$ cat src/rtl/muldiv_if.sv
// Handshake and result bus between a requester and muldiv_unit.
interface muldiv_if #(
  parameter int WIDTH = 32
);
  logic             start;
  logic             cancel;
  logic [1:0]       op;
  logic [WIDTH-1:0] a;
  logic [WIDTH-1:0] b;
  logic             busy;
  logic             done;
  logic [WIDTH-1:0] hi;
  logic [WIDTH-1:0] lo;
  logic             dbz;

  modport master (output start, cancel, op, a, b,
                  input  busy, done, hi, lo, dbz);
  modport slave  (input  start, cancel, op, a, b,
                  output busy, done, hi, lo, dbz);
endinterface

$ cat src/rtl/muldiv_unit.sv
// Iterative multiply/divide unit: shift-add multiply, restoring divide, sign fix-up on the way out.
// Optional MULDIV_FAST_MUL_EN: multiplies use a single-cycle product instead of WIDTH iterations.
module muldiv_unit #(
  parameter int WIDTH = 32,
  parameter int CNT_W = 6
) (
  input  logic     clk,
  input  logic     rst,
  muldiv_if.slave  bus
);

  typedef enum logic [1:0] {IDLE, CALC, DONE} state_t;

  // cnt runs 0..WIDTH-1 over the iterations, then one extra CALC cycle at WIDTH
  // applies the sign fix-up and registers the outputs.
  localparam logic [CNT_W-1:0] CNT_LAST = CNT_W'(WIDTH);

  state_t           state, state_nxt;
  logic [CNT_W-1:0] cnt;
  logic [WIDTH-1:0] m_q;          // multiplicand or divisor magnitude
  logic [WIDTH-1:0] p_hi, p_lo;   // product accumulator or {remainder, quotient}
  logic [WIDTH-1:0] a_q;
  logic             is_div, neg_res, neg_rem, div_zero;
  logic [WIDTH-1:0] hi_q, lo_q;
  logic             dbz_q;

  logic             accept, calc_go, finish;
  logic             sgn, a_neg, b_neg;
  logic [WIDTH-1:0] a_mag, b_mag;
  logic [WIDTH:0]   mul_sum, div_trial;
  logic             div_ok;
  logic [2*WIDTH-1:0] prod, prod_fix;
  logic [WIDTH-1:0] quo_fix, rem_fix, res_hi, res_lo;

  assign accept  = (state == IDLE) && bus.start && !bus.cancel;
  assign calc_go = (state == CALC) && !bus.cancel;
  assign finish  = calc_go && (cnt == CNT_LAST);

  always_ff @(posedge clk) begin
    if (rst) state <= IDLE;
    else     state <= state_nxt;
  end

  always_comb begin
    state_nxt = state;
    case (state)
      IDLE:    if (accept) state_nxt = CALC;
      CALC:    if (bus.cancel) state_nxt = IDLE;
               else if (cnt == CNT_LAST) state_nxt = DONE;
      DONE:    state_nxt = IDLE;
      default: state_nxt = IDLE;
    endcase
  end

  // Operand magnitudes at acceptance; op[0]=1 selects the unsigned variants.
  always_comb begin
    sgn   = ~bus.op[0];
    a_neg = sgn & bus.a[WIDTH-1];
    b_neg = sgn & bus.b[WIDTH-1];
    a_mag = a_neg ? -bus.a : bus.a;
    b_mag = b_neg ? -bus.b : bus.b;
  end

  always_comb begin
    mul_sum   = {1'b0, p_hi} + (p_lo[0] ? {1'b0, m_q} : '0);
    div_trial = {p_hi, p_lo[WIDTH-1]} - {1'b0, m_q};
    div_ok    = ~div_trial[WIDTH];
  end

`ifdef MULDIV_FAST_MUL_EN
  logic [2*WIDTH-1:0] prod_fast;
  assign prod_fast = {{WIDTH{1'b0}}, m_q} * {{WIDTH{1'b0}}, p_lo};
`endif

  // Sign fix-up. The most-negative / -1 case needs no special handling: its
  // magnitude quotient 2^(WIDTH-1) is representable and is not negated.
  always_comb begin
    prod     = {p_hi, p_lo};
    prod_fix = neg_res ? -prod : prod;
    quo_fix  = neg_res ? -p_lo : p_lo;
    rem_fix  = neg_rem ? -p_hi : p_hi;
    res_hi   = prod_fix[2*WIDTH-1:WIDTH];
    res_lo   = prod_fix[WIDTH-1:0];
    if (is_div) begin
      res_hi = div_zero ? a_q : rem_fix;
      res_lo = div_zero ? '1  : quo_fix;
    end
  end

  always_ff @(posedge clk) begin
    if (rst) begin
      cnt      <= '0;
      m_q      <= '0;
      p_hi     <= '0;
      p_lo     <= '0;
      a_q      <= '0;
      is_div   <= 1'b0;
      neg_res  <= 1'b0;
      neg_rem  <= 1'b0;
      div_zero <= 1'b0;
      hi_q     <= '0;
      lo_q     <= '0;
      dbz_q    <= 1'b0;
    end else if (accept) begin
      cnt      <= '0;
      a_q      <= bus.a;
      is_div   <= bus.op[1];
      neg_res  <= a_neg ^ b_neg;
      neg_rem  <= a_neg;
      div_zero <= bus.op[1] && (bus.b == '0);
      m_q      <= bus.op[1] ? b_mag : a_mag;
      p_hi     <= '0;
      p_lo     <= bus.op[1] ? a_mag : b_mag;
      dbz_q    <= 1'b0;
    end else if (finish) begin
      hi_q  <= res_hi;
      lo_q  <= res_lo;
      dbz_q <= is_div & div_zero;
    end else if (calc_go) begin
      cnt <= cnt + CNT_W'(1);
`ifdef MULDIV_FAST_MUL_EN
      if (!is_div) begin
        {p_hi, p_lo} <= prod_fast;
        cnt          <= CNT_LAST;
      end else
`endif
      if (is_div) begin
        p_hi <= div_ok ? div_trial[WIDTH-1:0] : {p_hi[WIDTH-2:0], p_lo[WIDTH-1]};
        p_lo <= {p_lo[WIDTH-2:0], div_ok};
      end else begin
        p_hi <= mul_sum[WIDTH:1];
        p_lo <= {mul_sum[0], p_lo[WIDTH-1:1]};
      end
    end else if (state == CALC) begin
      cnt <= '0;
    end
  end

  assign bus.busy = (state == CALC);
  assign bus.done = (state == DONE);
  assign bus.hi   = hi_q;
  assign bus.lo   = lo_q;
  assign bus.dbz  = dbz_q;

endmodule

$ cat src/flat_wrapper.sv
// flat-port wrapper written by rule: the top's interface ports become plain ports
module muldiv_unit_flat 
#(
  parameter int WIDTH = 32,
  parameter int CNT_W = 6
)
  (clk, rst, bus_start, bus_cancel, bus_op, bus_a, bus_b, bus_busy, bus_done, bus_hi, bus_lo, bus_dbz);
  muldiv_if #(.WIDTH(WIDTH)) bus_i ();
  input  logic clk;
  input  logic rst;
  input wire logic [$bits(bus_i.start)-1:0] bus_start;
  input wire logic [$bits(bus_i.cancel)-1:0] bus_cancel;
  input wire logic [$bits(bus_i.op)-1:0] bus_op;
  input wire logic [$bits(bus_i.a)-1:0] bus_a;
  input wire logic [$bits(bus_i.b)-1:0] bus_b;
  output wire logic [$bits(bus_i.busy)-1:0] bus_busy;
  output wire logic [$bits(bus_i.done)-1:0] bus_done;
  output wire logic [$bits(bus_i.hi)-1:0] bus_hi;
  output wire logic [$bits(bus_i.lo)-1:0] bus_lo;
  output wire logic [$bits(bus_i.dbz)-1:0] bus_dbz;
  assign bus_i.start = bus_start;
  assign bus_i.cancel = bus_cancel;
  assign bus_i.op = bus_op;
  assign bus_i.a = bus_a;
  assign bus_i.b = bus_b;
  assign bus_busy = bus_i.busy;
  assign bus_done = bus_i.done;
  assign bus_hi = bus_i.hi;
  assign bus_lo = bus_i.lo;
  assign bus_dbz = bus_i.dbz;
  muldiv_unit #(.WIDTH(WIDTH), .CNT_W(CNT_W)) u_core (.clk(clk), .rst(rst), .bus(bus_i));
endmodule
$ cat config.mk
export PLATFORM = sky130hd
export DESIGN_NAME = muldiv_unit_flat
export DESIGN_NICKNAME = d
export VERILOG_FILES = /design/src/rtl/muldiv_if.sv /design/src/rtl/muldiv_unit.sv /design/src/flat_wrapper.sv
export SDC_FILE = /design/constraint.sdc
export NUM_CORES = 1
export LEC_CHECK = 0
export CORE_ASPECT_RATIO = 2
export CORE_MARGIN = 2
export CORE_UTILIZATION = 45
export CTS_CLUSTER_DIAMETER = 80
export DETAILED_ROUTE_END_ITERATION = 10
export GPL_ROUTABILITY_DRIVEN = 1
export PLACE_DENSITY = 0.73
export REMOVE_ABC_BUFFERS = 1
export SYNTH_ARGS = -nofsm -noshare
export SYNTH_HDL_FRONTEND = slang
export SYNTH_SLANG_ARGS = --single-unit
$ cat constraint.sdc
create_clock -name clk -period 3.4 [get_ports clk]
set_input_delay 0.34 -clock clk [delete_from_list [all_inputs] [get_ports clk]]
set_output_delay 0.34 -clock clk [all_outputs]
set_load 0.02 [all_outputs]
==> summary.md <==
| Metric | Value |
|---|---|
| Status | `completed` |
| Count leader, synth | `nand2_1` |
| Final setup violation count | `0` |
| Period minus WS final | `between 3 and 4 ns` |
| Mapped Area | `~16000 sq um` |
| I/O Buffers | `roughly 140` |
| Routed wire per std cell | `slightly above 20 um` |
| Asr flop ratio synth | `0` |
| Total track usage | `0.301` |
| Worst-Margin Slew | `0.875 ns` |
| Via/cell ratio | `between 5 and 6` |
| Share of cells above drive strength 1 | `0.136` |
| Cell accounting for the most synthesized area | `dfxtp_1` |
| Sequential share of power | `0.357` |
| Global route total overflow | `0` |
| FF-to-FF End | `u_core.p_hi[31]` |
| Total number of vias | `about 17000` |
| Mapped Cells | `2233` |
| Nets | `~2600` |
| Hold WS | `0.281 ns` |
| Worst R2R Path Depth | `15` |
| Htree depth | `1` |
| Gate power share | `0.279` |
| Commonest cells in the netlist | `nand2_1, nor2_1, a21oi_1` |
| # rows | `98` |
| First-pass GRT wire length | `91.1 mm` |
| Clock skew | `0.0144 ns` |
| DRC errors left | `0` |
| Worst path max stage delay | `roughly 0.39 ns` |
| Kind of cell adding the most delay to the critical path | `compound AO/OA/AOI/OAI gates` |
| CP Data Arrival Time | `between 3 and 4 ns` |
| Internal | `between 0.004 and 0.005 W` |
| CTS clk-pin slew, worst paths | `roughly 0.070 ns` |
| First-pass DRT Iterations | `6` |
| Final Instance Count excl. Fillers | `about 2900` |
| Total Power | `approximately 0.007 W` |
| Top post-synthesis cells by area | `dfxtp_1, a21oi_1, nand2_1, xnor2_1, nor2_1` |
| # IOs | `between 100 and 150` |
| Endpoint, Worst Hold | `u_core.p_lo[18]` |
| Core area | `35700 sq um` |
| #FFs+latches synth | `between 200 and 250` |
| Final cycle utilization of the critical path | `0.992` |
| Max transition margin | `0.417` |
| Inst Count DP | `approximately 2800` |
| Power Density | `approximately 360 nW/um^2` |
| CP max FO | `8` |
| Clock power share | `0.363` |
| Initial core utilization | `0.454` |
| Crit path buffers/inverters | `3` |
| Synth Warn # | `0` |
| CP Class | `flop to flop` |
| Synth cell types | `between 70 and 80` |
| Switching power | `about 0.0023 W` |
| Initial antenna violation count | `0` |
| GP Congestion | `between 1 and 1.5` |
| DIE AREA | `between 30000 and 40000 sq um` |
| Total wire length | `60.0 mm` |
| Final hold vios | `0` |
| Num CTS Buffers | `21` |
| Synthesis-to-layout area growth | `23.9%` |
| Setup TNS | `0 ns` |
| Max Clk Rate | `297 MHz` |
| Drt first-iter violations | `about 1100` |
| Synth Flop Type | `dfxtp_1` |
| Diode count | `0` |
| Die width | `roughly 140 um` |
| Number of flops mapped to enable cells by yosys | `0` |
| Hold_sp | `rst` |
| Post-route ant nets | `0` |
| Hpwl dp | `about 45 mm` |
| Slowest cell on crit path | `a221o_1` |
| Worst hold-check path type | `primary input to flop` |
| Die height | `roughly 270 um` |
| Critical path data required time | `about 3.8 ns` |
| Max-cap violations | `0` |
| Clk_lat worst skew | `around 0.54 ns` |
| R2r startpoint | `u_core.p_lo[0]` |
| CP Cell Sequence | `inv_4 -> buf_12 -> nor2_4 -> ha_4 -> a211oi_2 -> nor2_2 -> o41ai_2 -> o31ai_1 -> buf_4 -> a21o_1 -> a221o_1 -> a21oi_2 -> o41ai_1 -> nor4_1 -> a211oi_1` |
| Root Buffer Master | `clkbuf_16` |
| Critical path launch point type | `flop` |
| Largest net degree at the start of global routing | `112` |
| Worst R2R Setup Slack | `0.03 ns` |
| Seq/Total Area, Yosys | `0.253` |
| Vias in the first global route | `approximately 17000` |
| Synth top area share | `0.253` |
| Hold Path Depth | `2` |
| CTS Sinks | `between 200 and 250` |
| Slew Viols, Final | `0` |
| Max Buffers Root-to-Sink | `3` |
| Worst setup EP type | `flop` |
| Pleak | `~7.8 nW` |
| Peak VDD IR | `about 460 uV` |
| Mean post-synth cell area | `~7.3 sq um` |
| Sw frac | `0.327` |
| CTS tree | `done` |
[sequential cells by signal, indices dropped and copies added (netlist names), 2 cells and up]
register,count
u_core.state,2
u_core.p_lo,32
u_core.bus.hi,32
u_core.p_hi,32
u_core.a_q,32
u_core.bus.lo,32
u_core.cnt,6
u_core.m_q,32
[placed cells by master (no fill, tap or decap), drive strengths merged, types with 16 or more instances in the layout]
| cell type | n |
|---|---|
| buf | 213 |
| clkbuf | 27 |
| nand4 | 16 |
| o211ai | 83 |
| nand3 | 26 |
| xor2 | 88 |
| o31ai | 29 |
| clkdlybuf4s50 | 134 |
| nand2 | 285 |
| a31oi | 20 |
| inv | 66 |
| o21ai | 149 |
| nor4 | 19 |
| mux2i | 70 |
| xnor2 | 116 |
| nor2b | 18 |
| a21oi | 227 |
| ha | 70 |
| a21o | 30 |
| nand2b | 28 |
| a211oi | 73 |
| nor2 | 242 |
| o41ai | 19 |
| dfxtp | 205 |
| nor3 | 41 |
[through the flow]
step	worst slack (ns)	util	area, sq um
after detailed placement	-0.110	0.534	19000
after global routing	-0.128	0.563	20100
after floorplan	-7.09	-	15500
after CTS	0.000274	0.556	19800
final	0.0283	0.563	20100
after global placement	-0.0804	0.534	19000
[logic make-up (layout without fill, tap and decap cells)]
family,count (synthesis),in the layout,synth area share
AO/OA/AOI/OAI,693,693,0.269
XOR/XNOR,204,204,0.110
adder cells (fa/ha/maj),72,72,0.0565
buffers and inverters,240,449,0.0564
flip-flops,205,205,0.253
multiplexers,82,82,0.0516
AND/OR/NAND/NOR,737,737,0.203
[metal layers]
layer | vias to the layer above | GRT usage | wire, um
li1 | 8302 | - | -
met1 | 8181 | 0.308 | 21700
met2 | 632 | 0.568 | 31200
met3 | 230 | 0.0320 | 2760
met4 | 0 | 0.205 | 4340
met5 | - | 0 | 0
[how the worst max path moves through the flow]
stage                   startpoint                 to  slack (ns)  cells past startpoint
floorplan               bus_cancel    u_core.p_hi[12]       -7.09                      5
CTS                 u_core.p_hi[2]  u_core.bus.hi[28]      0.0003                     12
global placement    u_core.p_lo[0]    u_core.p_hi[30]       -0.08                     16
global route        u_core.p_lo[0]    u_core.p_hi[23]       -0.13                     15
detailed placement       bus_a[13]     u_core.m_q[28]       -0.11                     13
finish              u_core.p_lo[0]    u_core.p_hi[31]        0.03                     15
[power groups by stage]
stage | Combinational (W) | Sequential [W] | Clock [W]
after floorplan | 0.00113 | 0.00263 | 0
after global placement | 0.00187 | 0.00261 | 0
after detailed placement | 0.00189 | 0.00262 | 0
after CTS | 0.00190 | 0.00256 | 0.00265
after global routing | 0.00216 | 0.00257 | 0.00271
final | 0.00201 | 0.00257 | 0.00261
[layout make-up]
type,instances,area [sq um]
fillers,3352,15600
multi-input cells,1788,11400
flip-flops and latches,205,4110
repair buffers,348,3040
clock buffers,26,574
well taps,450,563
inverters,64,243
clock inverters,11,176
[what timing repair did]
action | in CTS | in global routing
resized for setup | 6 | 34
gates cloned | 0 | 1
setup endpoints to repair | 6 | 41
hold buffers | 0 | 0
setup buffers | 0 | 15
pin swaps | 0 | 22
No activity file was read; power rests on OpenSTA's default activity.
